File: src/rtl/dmem_pkg.sv
// Shared types and constants for the data-memory copy engine.
package dmem_pkg;

    typedef enum logic [1:0] {
        StIdle,
        StRead,
        StWrite,
        StDone
    } dma_state_t;

    localparam int unsigned WORD_BYTES      = 4;
    // Byte-offset bits cleared from latched addresses; memory is word-addressed.
    localparam int unsigned ADDR_ALIGN_MASK = 3;

endpackage

File: src/rtl/dmem_dma.sv
// Word-copy engine: reads count_i words from src_addr_i and writes them to dst_addr_i
// over the shared data-memory port, one READ and one WRITE cycle per word.
module dmem_dma
    import dmem_pkg::*;
#(
    parameter int unsigned N = 16,
    parameter int unsigned R = 6
) (
    input  logic         clk_i,
    input  logic         reset_i,
    input  logic         start_i,
    input  logic [N-1:0] src_addr_i,
    input  logic [N-1:0] dst_addr_i,
    input  logic [R:0]   count_i,
    input  logic         hold_i,
    output logic         busy_o,
    output logic         done_o,
    output logic [N-1:0] mem_addr_o,
    output logic [N-1:0] mem_writedata_o,
    output logic         mem_write_enable_o,
    input  logic [N-1:0] mem_readdata_i
);

    localparam logic [N-1:0] AlignKeep = ~N'(ADDR_ALIGN_MASK);
    localparam logic [N-1:0] PtrStep   = N'(WORD_BYTES);
    localparam logic [R:0]   RemOne    = (R+1)'(1);

    dma_state_t   state_q;
    logic [N-1:0] src_q;
    logic [N-1:0] dst_q;
    logic [N-1:0] buf_q;
    logic [R:0]   rem_q;
    logic         busy_q;
    logic         done_q;

    always_ff @(posedge clk_i) begin
        if (reset_i) begin
            state_q <= StIdle;
            src_q   <= '0;
            dst_q   <= '0;
            buf_q   <= '0;
            rem_q   <= '0;
            busy_q  <= 1'b0;
            done_q  <= 1'b0;
        end else begin
            unique case (state_q)
                StIdle: begin
                    if (start_i) begin
                        src_q <= src_addr_i & AlignKeep;
                        dst_q <= dst_addr_i & AlignKeep;
                        rem_q <= count_i;
                        if (count_i == '0) begin
                            state_q <= StDone;
                            done_q  <= 1'b1;
                        end else begin
                            state_q <= StRead;
                            busy_q  <= 1'b1;
                        end
                    end
                end
                StRead: begin
                    if (!hold_i) begin
                        buf_q   <= mem_readdata_i;
                        src_q   <= src_q + PtrStep;
                        state_q <= StWrite;
                    end
                end
                StWrite: begin
                    if (!hold_i) begin
                        dst_q <= dst_q + PtrStep;
                        rem_q <= rem_q - RemOne;
                        if (rem_q == RemOne) begin
                            state_q <= StDone;
                            busy_q  <= 1'b0;
                            done_q  <= 1'b1;
                        end else begin
                            state_q <= StRead;
                        end
                    end
                end
                StDone: begin
                    state_q <= StIdle;
                    done_q  <= 1'b0;
                end
                default: state_q <= StIdle;
            endcase
        end
    end

    assign busy_o = busy_q;
    assign done_o = done_q;

    always_comb begin
        mem_addr_o         = '0;
        mem_writedata_o    = '0;
        mem_write_enable_o = 1'b0;
        unique case (state_q)
            StRead: mem_addr_o = src_q;
            StWrite: begin
                mem_addr_o         = dst_q;
                mem_writedata_o    = buf_q;
                // A reset on this edge must not let the pending word commit.
                mem_write_enable_o = ~hold_i & ~reset_i;
            end
            default: ;
        endcase
    end

endmodule

File: config.mk
export PLATFORM = sky130hd
export DESIGN_NAME = dmem_dma
export DESIGN_NICKNAME = d
export VERILOG_FILES = /design/src/rtl/dmem_pkg.sv /design/src/rtl/dmem_dma.sv
export SDC_FILE = /design/constraint.sdc
export NUM_CORES = 1
export LEC_CHECK = 0
export CAP_MARGIN = 20
export CORE_AREA = 2 2 86 88
export CTS_BUF_LIST = sky130_fd_sc_hd__clkbuf_4 sky130_fd_sc_hd__clkbuf_8
export CTS_CLUSTER_SIZE = 40
export DETAILED_ROUTE_END_ITERATION = 10
export DIE_AREA = 0 0 88 90
export GPL_TIMING_DRIVEN = 1
export PLACE_DENSITY = 0.83
export REMOVE_ABC_BUFFERS = 1
export SLEW_MARGIN = 20
export SYNTH_ARGS = -nofsm -noshare
export SYNTH_HDL_FRONTEND = slang
export SYNTH_SLANG_ARGS = --single-unit
File: constraint.sdc
create_clock -name clk_i -period 2.7 [get_ports clk_i]
set_input_delay 0.54 -clock clk_i [delete_from_list [all_inputs] [get_ports clk_i]]
set_output_delay 0.54 -clock clk_i [all_outputs]
set_load 0.01 [all_outputs]
==> metrics.cfg, run 1 <==
[setup_path]
crit_path_start_kind=flip-flop
worst-endpoint-arrival_ns=2.08
path_buf_inv=3
worst_path_max_delay_cell=clkdlybuf4s50_1
worst_r2r_startpoint=state_q[1]
worstPathRequired_ns=2.16
kind_of_critical_path=reg -> out
timing.critical_path.cells=inv_1 -> ha_1 -> buf_6 -> nand2_1 -> a21boi_0 -> clkdlybuf4s50_1
crit_path_max_fanout=20
cpPeakStageDelay_ns=0.59
crit_path_end_kind=output port
critPathLaunch=state_q[1]
critPathTopFamily=buffers and inverters

[finish]
finalNetCount=601
mostFrequentLayoutCells=85 x clkdlybuf4s50_1, 64 x nand2_1, 55 x dfxtp_1
final_layout_size_suffix_gt1_share_pct=7.30
layout.cells.non_filler=633
final_common_cell=clkdlybuf4s50_1
area.growth.synth_to_final_pct=32.0
num_antenna_cells=0

[floorplan]
floorplan.die.width_microns=88
dieArea_sq_mm=0.00792
initial_core_util_pct=48.9
chip_height_microns=90
ios=94
floorplan.core_area_sq_mm=0.00702
row_count=31

[power_and_ir_drop]
p_leak_nw=1.56
fin_total_pwr_mw=4.17
power_per_cell_area_mw_per_mm2=920
worst_ir_drop_vdd_mv=0.386

[worst_hold_path]
min_path_type=reg -> reg
min-delay-start=buf_q[4]

[clock_tree]
htree_num_levels=2
cts_hold_buf=0
clock_path_buffers=2
clkSinkCount=55
number_of_cts_inserted_buffers=5
clk_pin_slew_ns=0.11
tritoncts_clock_tree=done
post_cts_buffers=0
clock_latency_ns=0.31
clock_tree.root_cell=clkbuf_8

[logic_synthesis]
synthesis.instances=458
ys.warnings.count=0
synth_area_per_cell_sq_um=7.50
synth.ff_latch_count=55
yosys_most_used_dff=dfxtp_1
netlist_area_before_placement_sq_mm=0.00344
sequential_to_total_area_share_from_yosys_stat_pct=32.0
async_flop_share_pct=0
ys_types=58
synth-edff-count=0

[drt]
antenna_violating_nets_post_route=0
routed_wl_mm=9.70
mean_routed_wirelength_per_cell_microns=15.3
remaining_drc_errors=0
detailedRoute.firstPassIterationCount=7
vias=3696
routed_vias_inst=5.84
detail_route.iter0.violations=269

[timing]
slew_headroom_pct=60.5
final_period_minus_worst_setup_slack_ns=2.62
timing.final.hold_violations=0
fin_skew_ns=0.0107
final_max_slew_viol_count=0
setup_slack_ns=0.0826
setup_failing_eps_final=0
fmax_mhz=382
period_share_pct=96.9
worst-slew-pin-transition_ns=0.592

[placed_design]
place.gp.congestion=0.872
io_buffer_count=87
post-place-ws_ns=0.319
detailed_place_hpwl_mm=6.90
dpl.cell_count=625

[run]
timing.max_cap.violations=0

[grt]
grt_first_pass_wirelength_mm=16.2
global_route.usage.total_pct=24.8
number_of_antenna_violations_at_the_first_check_in_global_routing=0
grt_pass1_vias=3515
overflow_left_after_global_routing=0
grt_start_max_net_pins=54

[run_status]
run_status=complete, no violations

flip-flops by register name (all words and copies together), names as in the netlist:
signal / flops
buf_q: 16
src_q: 14
rem_q: 7
done_o: 1
busy_o: 1
state_q: 2
dst_q: 14
where the power goes:
part	switching (mW)	internal, mW	total [mW]
registers	0.326	1.08	1.40
clock network	0.293	0.280	0.573
logic	1.23	0.967	2.19
total	1.85	2.32	4.17
final timing paths:
check | endpoint | slack, ns | depth (start not counted)
worst max-delay path | mem_addr_o[14] | 0.08 | 6
worst min-delay path | buf_q[4] | 0.46 | 2
worst max register to register | src_q[9] | 0.42 | 9
worst min register to register | buf_q[4] | 0.46 | 2
stage by stage:
step / area [sq um] / hold slack, ns / util, % / setup TNS [ns]
6_report: 4530 / 0.457 / 64.6 / 0
5_1_grt: 4530 / 0.484 / 64.6 / -0.0281
4_1_cts: 4520 / 0.458 / 64.4 / 0
3_5_place_dp: 4390 / 0.442 / 62.5 / 0
3_3_place_gp: 4390 / 0.438 / 62.5 / 0
2_1_floorplan: 3280 / 0.426 / - / -9.73
what timing repair did:
item / 4_1_cts / 5_1_grt
pin swaps: 0 / 1
resized for setup: 4 / 4
endpoints found under the setup margin: 6 / 17
gates cloned: 0 / 0
area by class of cell:
cell class,instances,area (sq um)
Inverter,11,41.3
Tap cell,99,124
Clock inverter,3,46.3
Fill cell,604,2490
Timing Repair Buffer,102,985
Sequential cell,55,1100
Multi-Input combinational cell,358,2170
Clock buffer,5,68.8
Yosys cell counts, types with 3 or more instances:
library cell	instances	area (sq um)
a211oi_1	11	82.6
a21boi_0	6	45.0
a21o_1	3	22.5
a21oi_1	42	210
a22o_1	3	26.3
a22oi_1	9	67.6
a311oi_1	3	26.3
a31oi_1	4	25.0
a32o_1	3	30.0
a41oi_1	3	26.3
and2_1	19	119
and3_1	3	18.8
and4_1	3	26.3
buf_2	4	20.0
clkbuf_1	26	97.6
dfxtp_1	55	1100
ha_1	9	113
inv_1	10	37.5
nand2_1	64	240
nand2b_1	5	31.3
nand3_1	10	50.1
nand4_1	11	68.8
nor2_1	23	86.3
nor2b_1	21	131
nor3_1	11	55.1
nor3b_1	3	22.5
nor4_1	8	50.1
o21ai_0	36	180
o2bb2ai_1	4	35.0
o31a_1	5	43.8
o31ai_1	4	30.0
or2_2	3	18.8
worst min-delay path: cells and delay by family (launching register included):
kind	cells	cell delay (ns)
AOI/OAI and AO/OA	1	0.05
DFF	1	0.32
and+or+nand+nor	1	0.05
routing by layer:
layer  GRT usage (%)  wire length [microns]  vias to the layer above
li1                -                      -                     1818
met1            31.4                   3970                     1718
met4            8.59                    235                        0
met3            3.95                    543                       27
met5               0                      0                        -
met2            42.0                   4950                      133
kinds of logic after synthesis:
family,share of synthesized area [%]
AOI/OAI and AO/OA,28.6
adders and majority gates,3.28
buffers and inverters,5.83
DFF,32.0
muxes,0.910
other,0.109
and+or+nand+nor,29.2
(Power assumes the default switching activity.)
==> inputs of run 2 (changes only) <==
--- a/config.mk
+++ b/config.mk
@@ -8,12 +8,12 @@
 export CAP_MARGIN = 20
 export CORE_AREA = 2 2 86 88
 export CTS_BUF_LIST = sky130_fd_sc_hd__clkbuf_4 sky130_fd_sc_hd__clkbuf_8
+export CTS_CLUSTER_DIAMETER = 30
 export CTS_CLUSTER_SIZE = 40
 export DETAILED_ROUTE_END_ITERATION = 10
 export DIE_AREA = 0 0 88 90
 export GPL_TIMING_DRIVEN = 1
 export PLACE_DENSITY = 0.83
-export REMOVE_ABC_BUFFERS = 1
 export SLEW_MARGIN = 20
 export SYNTH_ARGS = -nofsm -noshare
 export SYNTH_HDL_FRONTEND = slang
==> run 2 against run 1 <==
Against the previous run:
- power is 2.4% lower
- clock power is 17% lower
- sequential share of layout area is 0.095 points higher
- fmax is 2.6% higher
- die area stayed put
- wire length is 0.23% lower
- non-clock buffer count is 2 lower
- global-route usage is 0.42 points lower
- combinational power hardly changed
- critical path depth is 1 lower
- final cell count is 0.32% lower
- hold slack worse by 0.0020 ns
- largest cell class unchanged
==> metrics.cfg, run 2 (synthesized netlist as in run 1, its figures left out) <==
[floorplan]
floorplan.core_area_sq_mm=0.00702
floorplan.die.width_microns=88
ios=94
dieArea_sq_mm=0.00792
row_count=31
initial_core_util_pct=48.9
chip_height_microns=90

[power_and_ir_drop]
worst_ir_drop_vdd_mv=0.379
comb_power_share_pct=53.9
sequentialPowerShare_pct=34.4
p_switching_mw=1.83
power_frac_clock_pct=11.7
p_sw_share_pct=45.0
power_per_cell_area_mw_per_mm2=900
fin_total_pwr_mw=4.07
power.internal_mw=2.24
p_leak_nw=1.61

[worst_hold_path]
min_path_type=reg -> reg
min-delay-start=buf_q[0]
hold_end=buf_q[0]
timing.hold.worst_path_depth=2

[grt]
overflow_left_after_global_routing=0
grt_pass1_vias=3471
number_of_antenna_violations_at_the_first_check_in_global_routing=0
global_route.usage.total_pct=24.4
grt_first_pass_wirelength_mm=16.0
grt_start_max_net_pins=44

[run]
timing.max_cap.violations=0

[setup_path]
worst_path_max_delay_cell=clkdlybuf4s50_1
kind_of_critical_path=reg -> out
critPathTopFamily=buffers and inverters
crit_path_end_kind=output port
timing.critical_path.cells=inv_2 -> ha_4 -> buf_6 -> and2_1 -> clkdlybuf4s50_1
critical_path_cell_count=5
crit_path_start_kind=flip-flop
worst_case_reg_to_reg_path_depth=7
worstReg2RegEnd=done_o
worst_r2r_startpoint=state_q[0]
worst-endpoint-arrival_ns=2.01
path_buf_inv=3
cpPeakStageDelay_ns=0.54
crit_path_max_fanout=32
ff2ff_setup_slack_ns=0.53
worstPathRequired_ns=2.16

[timing]
fin_skew_ns=0.0102
period_share_pct=94.4
setup_failing_eps_final=0
final_max_slew_viol_count=0
timing.final.hold_violations=0
hold_slack_ns=0.455
final_period_minus_worst_setup_slack_ns=2.55
worst-slew-pin-transition_ns=0.720
grt_setup_unrepaired=false
fmax_mhz=392
slew_headroom_pct=51.7

[drt]
detail_route.iter0.violations=206
antenna_violating_nets_post_route=0
mean_routed_wirelength_per_cell_microns=15.3
vias=3726
routed_vias_inst=5.90
remaining_drc_errors=0
detailedRoute.firstPassIterationCount=4
routed_wl_mm=9.67

[finish]
area.growth.synth_to_final_pct=31.6
mostFrequentLayoutCells=82 x clkdlybuf4s50_1, 64 x nand2_1, 54 x dfxtp_1
num_antenna_cells=0
layout.cells.non_filler=631
final_common_cell=clkdlybuf4s50_1
ff_latch_area_sq_mm=0.00110
largest_register_ff_count=16
largest_registers=buf_q x16, dst_q x14, src_q x14
finalNetCount=599
layout.filler_cells=619
final_layout_size_suffix_gt1_share_pct=7.52
multi_input_comb_area_sq_mm=0.00217
stdcell_area_sq_mm=0.00452
post-route-util_pct=64.4
registers.top_by_ff_count=buf_q

[clock_tree]
clock_latency_ns=0.32
htree_num_levels=2
clk_pin_slew_ns=0.09
clock_tree.root_cell=clkbuf_8
clock_path_buffers=2
tritoncts_clock_tree=done
number_of_cts_inserted_buffers=5
clkSinkCount=55

[placed_design]
io_buffer_count=87
detailed_place_hpwl_mm=6.78
detailed_place.area_sq_mm=0.00437
place.gp.congestion=0.845
dpl.cell_count=620

[run_status]
run_status=complete, no violations

-- run 2: metrics by stage --
step / TNS, ns / setup slack, ns
floorplan: 0 / 0.564
global route: 0 / 0.0396
CTS: -0.00754 / -0.00485
finish: 0 / 0.150
global placement: 0 / 0.158
detailed placement: 0 / 0.0749
-- run 2: power by group through the flow --
stage	Clock [mW]	Combinational, mW	Sequential (mW)
floorplan	0	1.58	1.30
finish	0.475	2.19	1.40
global placement	0	2.01	1.38
global route	0.516	2.43	1.45
CTS	0.490	2.16	1.38
detailed placement	0	2.09	1.40
-- run 2: layer usage --
metal / track usage (%) / wire [microns] / up-vias
met2: 39.5 / 4640 / 168
met1: 33.5 / 4180 / 1734
li1: - / - / 1808
met5: 0 / 0 / -
met4: 5.90 / 98 / 0
met3: 4.22 / 754 / 16
-- run 2: final cells by class --
type / instances / share of cell area, %
clock buffer: 6 / 1.69
multi-input combinational: 358 / 48.0
timing repair buffer: 100 / 22.0
tap: 99 / 2.74
inverter: 11 / 0.913
clock inverter: 2 / 0.277
sequential: 55 / 24.4
-- run 2: worst min-delay path, stage by stage (launching register included) --
cell and delay [ns]:
dfxtp_1 0.32, nand2_1 0.05, a21oi_1 0.05
-- run 2: how the worst max path moves through the flow --
stage	startpoint	endpoint	slack [ns]
after floorplan	state_q[1]	mem_addr_o[10]	0.56
after global placement	state_q[0]	mem_writedata_o[5]	0.16
after detailed placement	state_q[0]	mem_writedata_o[10]	0.07
after CTS	state_q[0]	mem_addr_o[4]	-0.005
after global routing	state_q[0]	mem_addr_o[5]	0.04
final	state_q[0]	mem_writedata_o[5]	0.15
-- run 2: timing repair --
action | 4_1_cts | 5_1_grt
endpoints found under the setup margin | 29 | 26
buffers inserted | 1 | 2
gates resized for setup | 9 | 9
hold buffers | 0 | 0
pin swaps | 0 | 1
==> inputs of run 3 (changes only) <==
--- a/config.mk
+++ b/config.mk
@@ -6,14 +6,14 @@
 export NUM_CORES = 1
 export LEC_CHECK = 0
 export CAP_MARGIN = 20
-export CORE_AREA = 2 2 86 88
+export CORE_AREA = 2 2 79 96
 export CTS_BUF_LIST = sky130_fd_sc_hd__clkbuf_4 sky130_fd_sc_hd__clkbuf_8
 export CTS_CLUSTER_DIAMETER = 30
 export CTS_CLUSTER_SIZE = 40
 export DETAILED_ROUTE_END_ITERATION = 10
-export DIE_AREA = 0 0 88 90
+export DIE_AREA = 0 0 81 98
 export GPL_TIMING_DRIVEN = 1
-export PLACE_DENSITY = 0.83
+export PLACE_DENSITY = 0.82
 export SLEW_MARGIN = 20
 export SYNTH_ARGS = -nofsm -noshare
 export SYNTH_HDL_FRONTEND = slang
==> run 3 against run 2 <==
Against the previous run:
- global-route usage decreased by 0.15 points
- clock skew decreased by 0.0021 ns
- clock power increased by 9.3%
- first-iteration DRC count increased by 76%
- register-to-register slack got worse by 0.16 ns
- die area increased by 0.23%
- combinational power about the same
- clock-buffer cell count increased by 2
- cell area decreased by 0.25%
- fmax decreased by 2.7%
- setup slack got worse by 0.070 ns
- hold slack improved by 0.0069 ns
==> metrics.cfg, run 3 (synthesized netlist as in run 1, its figures left out) <==
[setup_path]
path_buf_inv=3
timing.critical_path.cells=inv_2 -> ha_2 -> buf_12 -> nand2_1 -> a21boi_1 -> clkdlybuf4s50_1
cpPeakStageDelay_ns=0.58
kind_of_critical_path=reg -> out
crit_path_max_fanout=30
crit_path_end_kind=output port
worstPathRequired_ns=2.16
worst-endpoint-arrival_ns=2.08
crit_path_start_kind=flip-flop
critPathTopFamily=buffers and inverters
worst_path_max_delay_cell=clkdlybuf4s50_1

[clock_tree]
tritoncts_clock_tree=done
clock_latency_ns=0.32
clock_tree.root_cell=clkbuf_8
htree_num_levels=2
clkSinkCount=55
clock_path_buffers=2
cts_hold_buf=0
number_of_cts_inserted_buffers=5
clk_pin_slew_ns=0.10

[grt]
overflow_left_after_global_routing=0
grt_first_pass_wirelength_mm=15.8
global_route.usage.total_pct=24.2
grt_start_max_net_pins=45
grt_pass1_vias=3473
number_of_antenna_violations_at_the_first_check_in_global_routing=0

[finish]
mostFrequentLayoutCells=84 x clkdlybuf4s50_1, 64 x nand2_1, 55 x dfxtp_1
layout.filler_cells=645
num_antenna_cells=0
registers.top_by_ff_count=buf_q
largest_register_ff_count=16
final_layout_size_suffix_gt1_share_pct=7.34
area.growth.synth_to_final_pct=31.3
ff_latch_area_sq_mm=0.00110
finalNetCount=598
largest_registers=buf_q x16, dst_q x14, src_q x14
final_common_cell=clkdlybuf4s50_1
multi_input_comb_area_sq_mm=0.00217

[floorplan]
chip_height_microns=98
floorplan.die.width_microns=81
ios=94
row_count=34
floorplan.core_area_sq_mm=0.00706
initial_core_util_pct=48.7
dieArea_sq_mm=0.00794

[drt]
routed_vias_inst=5.90
remaining_drc_errors=0
vias=3667
antenna_violating_nets_post_route=0
routed_wl_mm=9.77
detail_route.iter0.violations=363
detailedRoute.firstPassIterationCount=5
mean_routed_wirelength_per_cell_microns=15.7

[run_status]
run_status=complete, no violations

[timing]
final_max_slew_viol_count=0
setup_failing_eps_final=0
fin_skew_ns=0.00815
fin_setup_tns_ns=0
worst-slew-pin-transition_ns=0.675
final_period_minus_worst_setup_slack_ns=2.62
timing.final.hold_violations=0
slew_headroom_pct=54.9
fmax_mhz=382
period_share_pct=97.0

[run]
timing.max_cap.violations=0

[placed_design]
detailed_place_hpwl_mm=6.80
io_buffer_count=87
place.gp.congestion=0.812

[power_and_ir_drop]
fin_total_pwr_mw=4.14
p_leak_nw=1.57
worst_ir_drop_vdd_mv=0.425
power_per_cell_area_mw_per_mm2=917

[worst_hold_path]
min_path_type=reg -> reg

-- run 3: changes by cell type in the layout (fill, tap and decap cells not counted), sizes merged --
cell / delta
clkinvlp: -1
dlymetal6s2s: -2
buf: -1
clkbuf: +2
clkdlybuf4s50: +2
clkinv: -1
-- run 3: cell type report --
class,instances,share of cell area [%]
flip-flops and latches,55,24.4
multi-input cells,358,48.2
well taps,90,2.50
clock buffers,8,2.30
repair buffers,99,21.7
inverters,11,0.915
-- run 3: final timing paths --
| kind | start | endpoint | slack [ns] | depth (start not counted) |
|---|---|---|---|---|
| min | buf_q[12] | buf_q[12] | 0.46 | 2 |
| max reg2reg | state_q[1] | busy_o | 0.37 | 7 |
| max | state_q[1] | mem_addr_o[14] | 0.08 | 6 |
| min reg2reg | buf_q[12] | buf_q[12] | 0.46 | 2 |
-- run 3: worst register-to-register path: cells and delay by family, from the launching register on --
family / cells / cell delay [ns]
and+or+nand+nor: 3 / 0.98
DFF: 1 / 0.46
buffers and inverters: 2 / 0.44
adders and majority gates: 1 / 0.26
AOI/OAI and AO/OA: 1 / 0.14
-- run 3: power breakdown --
part           internal [mW]  switching (mW)  leakage, nW
logic                  0.976            1.24         1.06
clock network          0.245           0.274       0.0549
registers               1.08           0.326        0.452
total                   2.30            1.84         1.57
-- run 3: per-stage QoR --
| stage | area (sq um) | setup slack, ns | util [%] | hold WS [ns] | cells |
|---|---|---|---|---|---|
| after floorplan | 3440 | 0.564 | - | 0.432 | 459 |
| after global placement | 4360 | 0.205 | 61.8 | 0.440 | 612 |
| after detailed placement | 4360 | 0.143 | 61.8 | 0.450 | 612 |
| after CTS | 4480 | 0.00330 | 63.5 | 0.464 | 620 |
| after global routing | 4510 | -0.00247 | 63.9 | 0.480 | 621 |
| final | 4510 | 0.0800 | 63.9 | 0.462 | 621 |
-- run 3: layer usage --
metal  part of all wire [%]  up-vias  GRT usage, %
met3                    5.5        6          3.23
met1                     43     1738          31.1
met4                   0.93        0          6.39
met2                     51      120          42.1
li1                       -     1803             -
met5                      0        -             0
-- run 3: what timing repair did --
action                                  CTS  global route
endpoints found under the hold margin     0             0
setup buffers                             0             1
gates resized for setup                   7             7
endpoints found under the setup margin   21            25
